**config.mk**
```make
export PLATFORM = sky130hd
export DESIGN_NAME = e603_gnrl_sync_filt
export DESIGN_NICKNAME = d
export VERILOG_FILES = /design/src/rtl/e603_gnrl_sync_filt_pkg.sv /design/src/rtl/e603_gnrl_sync_filt_ch.sv /design/src/rtl/e603_gnrl_sync_filt.sv
export SDC_FILE = /design/constraint.sdc
export NUM_CORES = 1
export LEC_CHECK = 0
export BUFFER_PORTS_ARGS = -buffer_cell sky130_fd_sc_hd__buf_2
export CORE_ASPECT_RATIO = 1.75
export CORE_MARGIN = 2
export CORE_UTILIZATION = 45
export CTS_CLUSTER_DIAMETER = 100
export CTS_CLUSTER_SIZE = 28
export DETAILED_ROUTE_END_ITERATION = 10
export GPL_TIMING_DRIVEN = 0
export MAX_ROUTING_LAYER = met4
export PLACE_DENSITY_LB_ADDON = 0.2
export REMOVE_ABC_BUFFERS = 1
export SETUP_SLACK_MARGIN = 0.15
export SYNTH_ARGS = -nofsm -noshare
export SYNTH_HDL_FRONTEND = slang
export SYNTH_SLANG_ARGS = --single-unit
```
**constraint.sdc**
```tcl
create_clock -name clk -period 2 [get_ports clk]
set_clock_uncertainty 0.05 [all_clocks]
set_input_delay 0.3 -clock clk [delete_from_list [all_inputs] [get_ports clk]]
set_output_delay 0.3 -clock clk [all_outputs]
set_load 0.01 [all_outputs]
```
**src/rtl/e603_gnrl_sync_filt_pkg.sv**
```systemverilog
// ----------------------------------------------------------------------------
// e603_gnrl_sync_filt_pkg
//   Shared constants and types for the multi-channel input synchroniser with
//   glitch filter.
//   - E603_SYNC_DP_MIN / E603_SYNC_DP_MAX : legal synchroniser depth range.
//   - E603_SYNC_FILT_W_DEF                : default filter counter width.
//   - E603_SYNC_RST_LOW                   : per-channel reset level used to
//                                           build an all-zero RST_VAL.
//   - e603_filt_act_e                     : per-edge filter decision.
// ----------------------------------------------------------------------------
package e603_gnrl_sync_filt_pkg;

  localparam int E603_SYNC_DP_MIN     = 2;
  localparam int E603_SYNC_DP_MAX     = 4;
  localparam int E603_SYNC_FILT_W_DEF = 4;

  // Replicate this bit DW times for the usual "all channels reset low" value.
  localparam logic E603_SYNC_RST_LOW = 1'b0;

  // What the filter does with one channel at one clock edge.
  typedef enum logic [1:0] {
    FILT_ACT_HOLD   = 2'd0,  // synced input agrees with output, clear count
    FILT_ACT_COUNT  = 2'd1,  // disagreement still inside the threshold window
    FILT_ACT_COMMIT = 2'd2   // disagreement stable long enough, take new level
  } e603_filt_act_e;

  // True when a depth value can be built by the top level.
  function automatic bit e603_sync_dp_legal(input int dp);
    return (dp >= E603_SYNC_DP_MIN) && (dp <= E603_SYNC_DP_MAX);
  endfunction

endpackage

```
**src/rtl/e603_gnrl_sync_filt_ch.sv**
```systemverilog
// ----------------------------------------------------------------------------
// e603_gnrl_sync_filt_ch
//   One channel of the synchroniser: glitch filter counter, threshold
//   compare, filtered output level and registered edge pulses.
//   Ports:
//     clk      : core clock
//     rst_n    : synchronous active-low reset
//     s        : already-synchronised input level for this channel
//     filt_thr : shared stability threshold (unused when FILT_EN=0)
//     dout     : filtered level
//     rise     : one-cycle pulse in the first cycle dout is 1 after being 0
//     fall     : one-cycle pulse in the first cycle dout is 0 after being 1
// ----------------------------------------------------------------------------
module e603_gnrl_sync_filt_ch
  import e603_gnrl_sync_filt_pkg::*;
#(
  parameter int   FILT_EN = 1,
  parameter int   FILT_W  = E603_SYNC_FILT_W_DEF,
  parameter logic RST_BIT = E603_SYNC_RST_LOW
) (
  input  logic              clk,
  input  logic              rst_n,
  input  logic              s,
  input  logic [FILT_W-1:0] filt_thr,
  output logic              dout,
  output logic              rise,
  output logic              fall
);

  logic commit;

  if (FILT_EN != 0) begin : g_filt
    logic [FILT_W-1:0] cnt;
    logic [FILT_W-1:0] cnt_next;
    e603_filt_act_e    act;

    // The counter only advances while cnt < filt_thr, so it is bounded by
    // the threshold and cannot wrap. Using >= means a threshold lowered
    // below an in-flight count commits on the very next edge.
    always_comb begin
      act      = FILT_ACT_HOLD;
      cnt_next = '0;
      if (s != dout) begin
        if (cnt >= filt_thr) begin
          act = FILT_ACT_COMMIT;
        end else begin
          act      = FILT_ACT_COUNT;
          cnt_next = cnt + 1'b1;
        end
      end
    end

    always_ff @(posedge clk) begin
      if (!rst_n) begin
        cnt <= '0;
      end else begin
        cnt <= cnt_next;
      end
    end

    assign commit = (act == FILT_ACT_COMMIT);
  end else begin : g_nofilt
    // No filtering: behaves exactly like a threshold of zero.
    logic unused_thr;
    assign unused_thr = ^filt_thr;
    assign commit     = (s != dout);
  end

  // Pulses are registered alongside dout so they line up with the cycle in
  // which dout first shows its new value. Reset never creates a pulse.
  always_ff @(posedge clk) begin
    if (!rst_n) begin
      dout <= RST_BIT;
      rise <= 1'b0;
      fall <= 1'b0;
    end else begin
      if (commit) begin
        dout <= s;
      end
      rise <= commit &  s;
      fall <= commit & ~s;
    end
  end

endmodule

```
**src/rtl/e603_gnrl_sync_filt.sv**
```systemverilog
// ----------------------------------------------------------------------------
// e603_gnrl_sync_filt
//   Multi-channel synchroniser for slow asynchronous level inputs (interrupts,
//   GPIO, wake pins, straps). Each channel goes through a DP-deep flop chain
//   and then a per-channel glitch filter with a shared runtime threshold.
//   Ports:
//     clk      : core clock
//     rst_n    : synchronous active-low reset
//     din_a    : asynchronous raw inputs, one bit per channel
//     filt_thr : filter threshold, quasi-static, shared by all channels
//     dout     : synchronised, filtered levels
//     rise     : one-cycle pulse per channel on dout 0->1
//     fall     : one-cycle pulse per channel on dout 1->0
// ----------------------------------------------------------------------------
module e603_gnrl_sync_filt
  import e603_gnrl_sync_filt_pkg::*;
#(
  parameter int            DP      = 2,
  parameter int            DW      = 8,
  parameter logic [DW-1:0] RST_VAL = {DW{E603_SYNC_RST_LOW}},
  parameter int            FILT_EN = 1,
  parameter int            FILT_W  = E603_SYNC_FILT_W_DEF
) (
  input  logic              clk,
  input  logic              rst_n,
  input  logic [DW-1:0]     din_a,
  input  logic [FILT_W-1:0] filt_thr,
  output logic [DW-1:0]     dout,
  output logic [DW-1:0]     rise,
  output logic [DW-1:0]     fall
);

  if (!e603_sync_dp_legal(DP)) begin : g_bad_dp
    $error("e603_gnrl_sync_filt: DP=%0d outside legal range %0d..%0d",
           DP, E603_SYNC_DP_MIN, E603_SYNC_DP_MAX);
  end

  // Plain flop chain with nothing between stages; stage[0] is the only
  // flop that samples asynchronous data and is the CDC endpoint.
  logic [DW-1:0] stage [DP];
  logic [DW-1:0] s;

  always_ff @(posedge clk) begin
    if (!rst_n) begin
      for (int k = 0; k < DP; k++) begin
        stage[k] <= RST_VAL;
      end
    end else begin
      stage[0] <= din_a;
      for (int k = 1; k < DP; k++) begin
        stage[k] <= stage[k-1];
      end
    end
  end

  assign s = stage[DP-1];

  for (genvar gi = 0; gi < DW; gi++) begin : g_ch
    e603_gnrl_sync_filt_ch #(
      .FILT_EN (FILT_EN),
      .FILT_W  (FILT_W),
      .RST_BIT (RST_VAL[gi])
    ) u_ch (
      .clk      (clk),
      .rst_n    (rst_n),
      .s        (s[gi]),
      .filt_thr (filt_thr),
      .dout     (dout[gi]),
      .rise     (rise[gi]),
      .fall     (fall[gi])
    );
  end

endmodule

```
==> reports/summary.txt <==
detailed-routed wire length on met3: 143 microns
biggest area consumer among synthesized cells: sky130_fd_sc_hd__dfxtp_1
floorplan die height: 121.4 microns
Vias per Instance: 4.802
outcome: finished, final reports clean
FF+latch count, synth: 72
clock-pin slew on the worst setup and hold paths: 60 ps
# DRC: 0
Worst VDD drop: 0.5440 mV
number of placed I/O pins: 38
clock tree from TritonCTS: done
Total Routing Usage GR: 14.24%
endpoint required time on the critical path: 2170 ps
# rows: 42
Final nets: 410
vias in the first global route: 2164
instance count of the mapped netlist: 337
Crit Path Category: register to register
highest metal used: met4
cell depth of the worst min-delay path: 2
YS warnings: 0
part of the Yosys area used for sequential elements: 40.69%
met2 wire length: 2622 microns
number of enable-type register cells in the synthesized netlist: 0
wire length of the first global-routing pass: 9190 microns
total CTS buffers: 9
CTS H-Tree Depth: 3
remaining max-slew budget at the tightest pin: 43.79%
total power after layout: 3381 uW
kind of capture point of the worst setup path: register
Max Freq: 580.5 MHz
drt first-iter violations: 59
class of the worst hold path: input port to register
die area: 8625 sq um
Die W: 71.07 microns
final critical-path share of the clock period: 86.13%
Syn-to-layout area delta: 11.87%
count of max-cap constraint violations: 0
grt ovf: 0
fraction of post-synthesis cell area in the top cell type by area: 40.69%
hold-fix buffers at CTS: 0
drt wl/cell: 11.52 microns
r2r worst-path depth: 7
detailed-route wire length: 5172 microns
startpoint of the lowest-slack hold path: din_a[1]
Worst Path Arrival: 1900 ps
worst-case clock buffer depth: 2
setup TNS: 0 ps
met1 wire length: 2278 microns
highest fanout seen on the critical path: 4
detailed placer's ending HPWL: 3662 microns
drt first pass iters: 4
antenna violations before repair: 0
Final GP Congestion: 0.7054
CTS sink cnt: 72
element type at the critical path start: register
leak pwr: 0.001790 uW
cell types with the highest counts after synthesis: sky130_fd_sc_hd__dfxtp_1, sky130_fd_sc_hd__nor2_1, sky130_fd_sc_hd__ha_1, sky130_fd_sc_hd__buf_4, sky130_fd_sc_hd__inv_1
via count: 2156
share of synthesized flip-flops with an asynchronous set or reset: 0%
antenna cells: 0
flop-to-flop setup slack: 280 ps
Final Setup Violations: 0
power per standard cell area: 853.3 nW/um^2
starting density of the core: 46.49%
count of unique library cells instantiated by Yosys: 20
worst setup slack after layout: 277.4 ps
Worst Max-Slew Pin Slew: 843.1 ps
Final Hold Viols: 0
destination of the worst register-to-register timing path: g_ch[5].u_ch.rise$_SDFF_PN0_
most frequently used cell type in the post-synthesis netlist: sky130_fd_sc_hd__dfxtp_1
terminating pin of the worst hold path: stage[0][1]$_SDFF_PN0_
Max Transition Viols Final: 0
cell area after synthesis: 3542 sq um
antenna viol nets, final: 0
most used flip-flop cell after synthesis: sky130_fd_sc_hd__dfxtp_1
Mapped Avg Cell Area: 10.51 sq um
Skew-Pair Late Insertion Delay: 330 ps
Root Driver: sky130_fd_sc_hd__clkbuf_16
CORE AREA: 7620 sq um
fraction of final layout cells sized beyond drive strength 1: 23.27%
DP Worst Slack: 72.78 ps
shortest period the worst path allows: 1723 ps
largest net degree at the start of global routing: 57
port bufs: 37
RSZ-0062 raised after global routing: false
cell types with the largest area share after synthesis: sky130_fd_sc_hd__dfxtp_1, sky130_fd_sc_hd__ha_1, sky130_fd_sc_hd__a2111oi_4
Final Hold Slack: 126.1 ps
worst flop-to-flop path startpoint: g_ch[5].u_ch.g_filt.cnt[0]$_SDFF_PP0_
[area by class of cell]
type	instances	area, sq um
Clock inverter	6	82.58
Timing Repair Buffer	38	192.7
Inverter	19	71.32
Clock buffer	10	239.0
Sequential cell	72	1443
Tap cell	88	110.1
Multi-Input combinational cell	216	1824
Fill cell	682	3657
[worst max-delay path by stage]
stage	start	end
after detailed placement	filt_thr[1]	g_ch[5].u_ch.g_filt.cnt[3]$_SDFF_PP0_
after global placement	filt_thr[1]	g_ch[4].u_ch.g_filt.cnt[2]$_SDFF_PP0_
after global routing	g_ch[4].u_ch.g_filt.cnt[0]$_SDFF_PP0_	g_ch[4].u_ch.g_filt.cnt[2]$_SDFF_PP0_
final	g_ch[5].u_ch.g_filt.cnt[0]$_SDFF_PP0_	g_ch[5].u_ch.rise$_SDFF_PN0_
after floorplan	g_ch[1].u_ch.g_filt.cnt[0]$_SDFF_PP0_	g_ch[1].u_ch.fall$_SDFF_PN0_
after CTS	g_ch[5].u_ch.g_filt.cnt[0]$_SDFF_PP0_	g_ch[5].u_ch.g_filt.cnt[3]$_SDFF_PP0_
[cell families (layout without fill, tap and decap cells)]
family / Yosys count / count (layout) / share of synthesized area, %
simple gates: 128 / 128 / 19.85
flops: 72 / 72 / 40.69
buf+inv: 49 / 73 / 7.806
fa+ha+maj: 40 / 40 / 14.13
compound gates: 24 / 24 / 11.30
xor+xnor: 16 / 16 / 3.956
mux: 8 / 8 / 2.261
[critical path: stages (launching register included)]
cell	delay [ps]
sky130_fd_sc_hd__dfxtp_1	380
sky130_fd_sc_hd__inv_1	60
sky130_fd_sc_hd__ha_1	260
sky130_fd_sc_hd__nand2b_4	140
sky130_fd_sc_hd__a2111oi_4	340
sky130_fd_sc_hd__buf_4	170
sky130_fd_sc_hd__nor2_2	40
sky130_fd_sc_hd__and3_1	160
[registers in the layout (all words and copies together) (netlist names)]
name	flops
g_ch.u_ch.dout	8
g_ch.u_ch.fall	8
g_ch.u_ch.g_filt.cnt	32
stage	16
g_ch.u_ch.rise	8
[layer usage]
layer  vias up  global-route usage [%]
li1       1140                       -
met1       978                   14.87
met2        26                   23.71
met3        12                   4.070
met4         0                   8.137
met5         -                       -
[power breakdown]
group	internal, uW	switching, uW	total, uW
sequential	1460	12.9	1470
combinational	110	110	219
clock	1120	573	1690
total	2690	696	3380
[metrics by stage]
stage,utilization [%],instances,instance area (sq um)
after detailed placement,47.67,432,3632
after floorplan,-,307,3337
after global routing,52.00,449,3963
after global placement,47.67,432,3632
final,52.00,449,3963
after CTS,51.89,448,3954
[placed cells by master (no fill, tap or decap)]
cell type,count
sky130_fd_sc_hd__a2111oi_4,8
sky130_fd_sc_hd__and2_1,16
sky130_fd_sc_hd__and3_1,16
sky130_fd_sc_hd__buf_2,37
sky130_fd_sc_hd__buf_4,1
sky130_fd_sc_hd__bufinv_16,2
sky130_fd_sc_hd__clkbuf_16,9
sky130_fd_sc_hd__clkbuf_8,1
sky130_fd_sc_hd__clkinv_2,3
sky130_fd_sc_hd__clkinvlp_4,1
sky130_fd_sc_hd__dfxtp_1,71
sky130_fd_sc_hd__dfxtp_2,1
sky130_fd_sc_hd__ha_1,40
sky130_fd_sc_hd__inv_1,19
sky130_fd_sc_hd__mux2i_1,8
sky130_fd_sc_hd__nand2_1,16
sky130_fd_sc_hd__nand2b_4,8
sky130_fd_sc_hd__nand3_1,8
sky130_fd_sc_hd__nor2_1,43
sky130_fd_sc_hd__nor2_2,5
sky130_fd_sc_hd__nor2b_1,16
sky130_fd_sc_hd__o21a_1,8
sky130_fd_sc_hd__o221ai_2,8
sky130_fd_sc_hd__xnor2_1,8
sky130_fd_sc_hd__xor2_1,8
[timing repair]
| action | 4_1_cts | 5_1_grt |
|---|---|---|
| endpoints found under the setup margin | 0 | 17 |
| resized for setup | 0 | 1 |
| buffers inserted | 0 | 1 |
Note: power is estimated with default switching activity, not from simulation.
